## src/rtl/lsu_ram_ctrl.sv

```systemverilog
// lsu_ram_ctrl: load/store front-end for the word-wide data RAM.
// Turns RV32 byte/halfword/word accesses on byte addresses into word
// reads and writes. Sub-word stores are done as read-modify-write because
// the RAM has no byte enables. Loads are sign- or zero-extended on return.
// One request is outstanding at a time.
module lsu_ram_ctrl #(
    parameter int AW = 12,
    parameter int DW = 32
) (
    input  logic          clk,
    input  logic          rst,
    input  logic          req_valid,
    output logic          req_ready,
    input  logic          req_we,
    input  logic [1:0]    req_size,
    input  logic          req_unsigned,
    input  logic [31:0]   req_addr,
    input  logic [DW-1:0] req_wdata,
    output logic          rsp_valid,
    output logic [DW-1:0] rsp_rdata,
    output logic          rsp_err,
    output logic          ram_w_en,
    output logic [AW-1:0] ram_w_addr,
    output logic [DW-1:0] ram_w_data,
    output logic          ram_r_en,
    output logic [AW-1:0] ram_r_addr,
    input  logic [DW-1:0] ram_r_data
);

    typedef enum logic [2:0] {
        IDLE,
        LD_WAIT,
        RMW_WAIT,
        RMW_WR,
        RSP
    } state_t;

    localparam logic [1:0] SZ_BYTE = 2'd0;
    localparam logic [1:0] SZ_HALF = 2'd1;
    localparam logic [1:0] SZ_WORD = 2'd2;

    state_t          state;
    state_t          state_nxt;

    // Request fields captured on accept
    logic            cap_we;
    logic [1:0]      cap_size;
    logic            cap_unsigned;
    logic [1:0]      cap_off;
    logic [AW-1:0]   cap_waddr;
    logic [DW-1:0]   cap_wdata;

    // Merged word held between the RMW read and the RMW write
    logic [DW-1:0]   rmw_data;

    logic            accept;
    logic            misaligned;
    logic [AW-1:0]   req_waddr;
    logic [7:0]      lane_b;
    logic [15:0]     lane_h;
    logic [DW-1:0]   ld_ext;
    logic [DW-1:0]   merged;

    // Address bits above the RAM, the store-flag copy and the upper store
    // data bits carry no information for this block.
    logic            unused_ok;
    assign unused_ok = ^{req_addr[31:AW+2], cap_we, cap_wdata[DW-1:16]};

    assign req_waddr = req_addr[AW+1:2];
    assign req_ready = (state == IDLE) && !rst;
    assign accept    = req_valid && req_ready;
    // The response is suppressed during reset so an aborted op never completes.
    assign rsp_valid = (state == RSP) && !rst;

    // Alignment check on the incoming request
    always_comb begin
        misaligned = ((req_size == SZ_HALF) && req_addr[0])
                  || ((req_size == SZ_WORD) && (req_addr[1:0] != 2'b00))
                  || (req_size == 2'd3);
    end

    // Load lane select and sign/zero extension from the RAM read word
    always_comb begin
        // NOTE: every always_comb output gets a default first, so no path leaves it unassigned and no latch is inferred.
        ld_ext = ram_r_data;
        lane_b = ram_r_data[{cap_off, 3'b000} +: 8];
        lane_h = cap_off[1] ? ram_r_data[31:16] : ram_r_data[15:0];
        case (cap_size)
            SZ_BYTE: ld_ext = {{24{~cap_unsigned & lane_b[7]}}, lane_b};
            SZ_HALF: ld_ext = {{16{~cap_unsigned & lane_h[15]}}, lane_h};
            default: ld_ext = ram_r_data;
        endcase
    end

    // Sub-word store merge of captured data into the RAM read word
    always_comb begin
        merged = ram_r_data;
        if (cap_size == SZ_BYTE) begin
            merged[{cap_off, 3'b000} +: 8] = cap_wdata[7:0];
        end else begin
            merged[{cap_off[1], 4'b0000} +: 16] = cap_wdata[15:0];
        end
    end

    // State register
    always_ff @(posedge clk) begin
        // NOTE: sequential state uses non-blocking assignments so every register samples pre-edge values.
        if (rst) begin
            state <= IDLE;
        end else begin
            state <= state_nxt;
        end
    end

    // Next state and RAM port drive
    always_comb begin
        state_nxt  = state;
        ram_r_en   = 1'b0;
        ram_r_addr = req_waddr;
        ram_w_en   = 1'b0;
        ram_w_addr = req_waddr;
        ram_w_data = req_wdata;
        case (state)
            IDLE: begin
                if (accept) begin
                    if (misaligned) begin
                        state_nxt = RSP;
                    end else if (!req_we) begin
                        ram_r_en  = 1'b1;
                        state_nxt = LD_WAIT;
                    end else if (req_size == SZ_WORD) begin
                        ram_w_en  = 1'b1;
                        state_nxt = RSP;
                    end else begin
                        ram_r_en  = 1'b1;
                        state_nxt = RMW_WAIT;
                    end
                end
            end
            LD_WAIT:  state_nxt = RSP;
            RMW_WAIT: state_nxt = RMW_WR;
            RMW_WR: begin
                // Reset in this cycle must cancel the write-back
                ram_w_en   = !rst;
                ram_w_addr = cap_waddr;
                ram_w_data = rmw_data;
                state_nxt  = RSP;
            end
            RSP:      state_nxt = IDLE;
            default:  state_nxt = IDLE;
        endcase
    end

    // Request capture, RMW merge register and response registers
    always_ff @(posedge clk) begin
        if (rst) begin
            cap_we       <= 1'b0;
            cap_size     <= 2'd0;
            cap_unsigned <= 1'b0;
            cap_off      <= 2'd0;
            cap_waddr    <= '0;
            cap_wdata    <= '0;
            rmw_data     <= '0;
            rsp_rdata    <= '0;
            rsp_err      <= 1'b0;
        end else begin
            if (accept) begin
                cap_we       <= req_we;
                cap_size     <= req_size;
                cap_unsigned <= req_unsigned;
                cap_off      <= req_addr[1:0];
                cap_waddr    <= req_waddr;
                cap_wdata    <= req_wdata;
                // Errors and word stores respond next cycle
                if (misaligned) begin
                    rsp_rdata <= '0;
                    rsp_err   <= 1'b1;
                end else if (req_we && (req_size == SZ_WORD)) begin
                    rsp_rdata <= '0;
                    rsp_err   <= 1'b0;
                end
            end
            case (state)
                LD_WAIT: begin
                    rsp_rdata <= ld_ext;
                    rsp_err   <= 1'b0;
                end
                RMW_WAIT: rmw_data <= merged;
                RMW_WR: begin
                    rsp_rdata <= '0;
                    rsp_err   <= 1'b0;
                end
                default: ;
            endcase
        end
    end

endmodule

```

## config.mk

```make
export PLATFORM = sky130hd
export DESIGN_NAME = lsu_ram_ctrl
export DESIGN_NICKNAME = d
export VERILOG_FILES = /design/src/rtl/lsu_ram_ctrl.sv
export SDC_FILE = /design/constraint.sdc
export NUM_CORES = 1
export LEC_CHECK = 0
export CAP_MARGIN = 20
export CELL_PAD_IN_SITES_DETAIL_PLACEMENT = 0
export CELL_PAD_IN_SITES_GLOBAL_PLACEMENT = 2
export CORE_MARGIN = 3
export CORE_UTILIZATION = 24
export DETAILED_ROUTE_END_ITERATION = 7
export MAX_ROUTING_LAYER = met4
export PLACE_DENSITY = 0.74
export SLEW_MARGIN = 20
export SYNTH_ARGS = -nofsm -noshare
export SYNTH_HDL_FRONTEND = slang
export SYNTH_SLANG_ARGS = --single-unit
```

## constraint.sdc

```tcl
create_clock -name clk -period 2.5 [get_ports clk]
set_clock_uncertainty 0.1 [all_clocks]
set_input_delay 0.375 -clock clk [delete_from_list [all_inputs] [get_ports clk]]
set_output_delay 0.375 -clock clk [all_outputs]
set_load 0.02 [all_outputs]
```

## Word level (Yosys, flattened, before mapping)

Index checks and enable logic that the tools add are counted.

- Eq/ne operators: 9
- Multiplexer cells: 28
- Add/sub/neg operators: 2
- Reduce and logical (&&, ||, !) cells: 19
- Shift operators: 5
- Bitwise logic cells: 3

Operators by type and width:

| operator | number |
|---|---|
| 32-bit two-way mux | 5 |
| 32-bit case mux with 2 select lines | 2 |
| 32-bit bitwise mux | 2 |
| 16-bit by 7-bit variable shift with 32-bit output (first input constant) | 1 |
| 8-bit by 7-bit variable shift with 32-bit output (first input constant) | 1 |
| 16-bit by 7-bit indexed part select with 32-bit output | 1 |
| 32-bit by 6-bit indexed part select with 8-bit output | 1 |
| 8-bit by 7-bit indexed part select with 32-bit output | 1 |
| 16-bit two-way mux | 1 |
| 5-bit negator with 7-bit output | 2 |
| 12-bit two-way mux | 1 |
| 3-bit two-way mux | 4 |
| 1-bit two-way mux | 11 |
| 3-bit case mux with 3 select lines | 1 |
| 3-bit by 2-bit == test with 1-bit output (second input constant) | 2 |
| 1-bit logical AND | 6 |
| 2-bit by 1-bit == test with 1-bit output (second input constant) | 2 |
| 2-bit == test (second input constant) | 2 |
| 2-bit AND reduction | 2 |
| 2-bit nonzero test | 2 |
| 4-bit nonzero test | 1 |
| 3-bit by 1-bit == test with 1-bit output (second input constant) | 1 |
| 3-bit == test (second input constant) | 1 |
| 3-bit zero test | 1 |
| 10 further kinds | 12 |

- Output and inout bits: 93
- Register bits: 101
- Bits of input ports: 103
- Logic and storage cells: 75

## Depth between registers and ports, before layout

- Depth after elaboration: 7
- Depth in mapped cells: 9
- Mapped depth without buffers: 6

## Worst setup path after synthesis

Ideal clock, no wire load.

- Kind: register -> output
- Start: reg state[2]
- End: out ram_w_en
- Data arrival time: 1880 ps
- Buffers on the path: 1
- Path slack: 145 ps
- Cell stages (with the launch flop): 6
- Data required time: 2025 ps
- Path through: dfxtp_1 -> buf_2 -> nor4_4 -> nand2_2 -> or4_1 -> a21oi_1

- Word-level cells in the longest chain between the ends: 5
- Elaborated cells between the ends (all ways): 6
- Those cells by class: 1 x eq/ne; 2 x mux; 3 x reduce/logical

RTL lines:

| element | line | text |
|---|---|---|
| start: declaration | 42 | `state_t state;` |
| start signal: assignment | 111 | `state <= state_nxt;` |
| 3-bit zero test | 70 | `assign req_ready = (state == IDLE) && !rst;` |
| 1-bit logical AND | 70 |  |
| net req_ready | 13 | `output logic req_ready,` |
| 1-bit logical AND | 71 | `assign accept = req_valid && req_ready;` |
| 1-bit two-way mux | 125 | `if (accept) begin` |
| 1-bit case mux with 2 select lines | 123 | `case (state)` |
| end: declaration | 22 | `output logic ram_w_en,` |

The timed path passes the listed nets, and every way through them passes these cells.

## Worst setup path in the final report

- Start: reg state[2]
- End: out ram_w_data[26]

- Word-level cells in the longest chain between the ends: 2

RTL lines:

| element | line | text |
|---|---|---|
| 3-bit by 2-bit == test with 1-bit output | 123 |  |
| 32-bit two-way mux | 123 |  |
| end: declaration | 24 | `output logic [DW-1:0] ram_w_data,` |

Every way passes these cells.

==> results.toml <==
[clock_network]
clock_path_buffers = 2
cts_tree = "yes"
numCtsBuffers = 9
ctsRootBufferMaster = "clkbuf_16"
clkLatencyLatePin_ps = 360
postCtsSetupRepairBufs = 0
htree_levels = 3
path_clk_slew_ps = 70
postCtsHoldBufs = 0
clock-sinks = 101

[synthesis]
avgSynthCellArea_um2 = 9.047
ys_seq_area_frac = 0.3610
synth_area_leaders = "dfxtp_1, mux2_1, nand2_1, o2bb2ai_1, a21oi_1"
synth_flop_cell = "dfxtp_1"
synth-edff-count = 0
synth_largest_area_cell = "dfxtp_1"
synth.most_common_cell = "dfxtp_1"
netlist_area_um2 = 5600
ys_seq_elements = 101
synthCells = 619
synth_top_area_share = 0.3610
yosys_warnings = 0
synth_nets = 727
async_flop_share = 0
yosys-top-cells-count = "dfxtp_1, nand2_1, a21oi_1, mux2_1"
ys_types = 52

[critical_path]
crit_path_end_kind = "primary output"
slowest_stage = "dfxtp_1"
path_max_fanout = 21
critPathKind = "reg2out"
worstPathArrival_ps = 1960
crit_chain = "nand2b_1, or2_4, buf_12, mux2_1, clkdlybuf4s15_1"
path_buf_inv = 2
max_stage_delay_ps = 360
cp-startpoint = "state[2]$_SDFFE_PP0P_"
start_kind = "flip-flop"
cp_top_family = "simple AND/OR/NAND/NOR gates"
cp_data_required_time_ps = 2030
r2r_start = "state[2]$_SDFFE_PP0P_"

[outcome]
outcome = "complete, no violations"

[global_route]
grt_usage = 0.1622
overflow = 0
grt_max_degree = 49
grt_first_pass_wirelength_um = 31280
antenna_found_initial = 0
grt_pass1_vias = 5316

[power_and_ir_drop]
power.leakage_nw = 2.991
power_per_cell_area_nw_per_um2 = 542.5
irDropWorstVdd_mv = 0.3503

[cells_and_area]
area_growth_pct = 40.57
final_nets = 889
final_layout_size_suffix_gt1_frac = 0.1730
diodes = 0

[route]
dr.pass1.iters = 5
drt_iter0_markers = 339
vias = 5315
post-route-drc-count = 0
drtAntennaViolNets = 0
wl_um = 20430
wire_per_inst_um = 18.59
viasPerCell = 4.836

[sta]
setup_viol = 0
worst_hold_slack_ps = 312.1
finalHoldViolations = 0
worst_slew_pin_slew_ps = 954.9
slew_viol_final = 0
relSlewSlack = 0.3599
max_freq_mhz = 410.6
rsz0062_at_grt = "false"
fin_crit_sh = 0.9742
setup_tns_ps = 0
period_needed_ps = 2436

[min_path]
min_from = "req_addr[1]"
hp-class = "in2reg"

[placement]
gp_congestion = 0.8653
post-dp-hpwl_um = 15250
port_buffers = 177

[floorplan]
pin_count = 196
dieArea_um2 = 25200
die_h_um = 158.8
die_w_um = 158.8
initial_utilization = 0.2459
core-area_um2 = 22780
rows = 55

[job]
maxCapViolations = 0
[state kept, by name (all words and copies together), names as in the netlist]
name          cells
cap_wdata        16
state             3
cap_waddr        12
cap_off           2
cap_size          2
rsp_rdata        32
rmw_data         32
cap_unsigned      1
rsp_err           1
[stage by stage]
| step | utilization | area, um^2 | power [mW] | setup slack (ps) | std cells |
|---|---|---|---|---|---|
| final | 0.3456 | 7873 | 4.271 | 64.47 | 1099 |
| after global placement | 0.3411 | 7769 | 2.889 | -392.9 | 1083 |
| after global routing | 0.3456 | 7873 | 4.469 | 0.3295 | 1099 |
| after detailed placement | 0.3411 | 7769 | 2.901 | -437.2 | 1083 |
| after floorplan | - | 5600 | 2.404 | 145.0 | 619 |
| after CTS | 0.3517 | 8011 | 4.323 | 1.567 | 1099 |
[worst register-to-register path: cells and delay by family (launching register included)]
kind                   cells  cell delay (ps)
AO/OA/AOI/OAI              1              250
buffers and inverters      1              150
flip-flops                 1              360
AND/OR/NAND/NOR            3             1290
[cell usage in the layout, fill, tap and decap left out, drive strengths merged, types with 18 or more instances in the layout]
cell type,count
nor2,20
a21oi,52
dfxtp,101
buf,44
mux2i,18
a211o,23
nor3,20
a221oi,32
o2bb2ai,31
mux2,53
clkbuf,51
nand2,85
clkdlybuf4s50,127
nand3b,31
[cells by family after synthesis]
family / after synthesis / synth area share
flops: 101 / 0.3610
compound gates: 176 / 0.2397
buf+inv: 74 / 0.06591
simple gates: 192 / 0.1821
fa+ha+maj: 5 / 0.01117
mux: 71 / 0.1401
[where the power goes]
group	total [mW]	leakage, nW	switching [mW]	internal (mW)
Clock	1.44	0.134	0.663	0.778
Sequential	1.77	0.823	0.0751	1.70
Combinational	1.06	2.03	0.586	0.472
Total	4.27	2.99	1.32	2.95
[final cells by class]
cell class / count / area, um^2
clock buffers: 9 / 225.2
repair buffers: 219 / 1913
well taps: 313 / 391.6
clock inverters: 7 / 73.82
fillers: 2359 / 14910
inverters: 6 / 22.52
flip-flops and latches: 101 / 2023
multi-input cells: 444 / 3223
[repair_timing]
| action | 4_1_cts | 5_1_grt |
|---|---|---|
| setup endpoints to repair | 46 | 49 |
| pin swaps | 0 | 2 |
| gates resized for setup | 52 | 91 |
[worst paths after layout]
kind	end	slack (ps)	cells after the start
max reg2reg	rsp_rdata[22]$_SDFFE_PP0P_	260	5
min reg2reg	rmw_data[14]$_SDFFE_PP0P_	360	2
min	cap_off[1]$_SDFFE_PP0P_	310	4
max	ram_w_data[26]	60	5
[routing by layer]
layer | global-route usage | part of all wire | vias up
met5 | - | 0 | -
met1 | 0.2181 | 0.49 | 2522
met2 | 0.2436 | 0.43 | 159
met3 | 0.03887 | 0.052 | 25
li1 | - | - | 2609
met4 | 0.04536 | 0.020 | 0
Power figures use the tool's default switching activity.
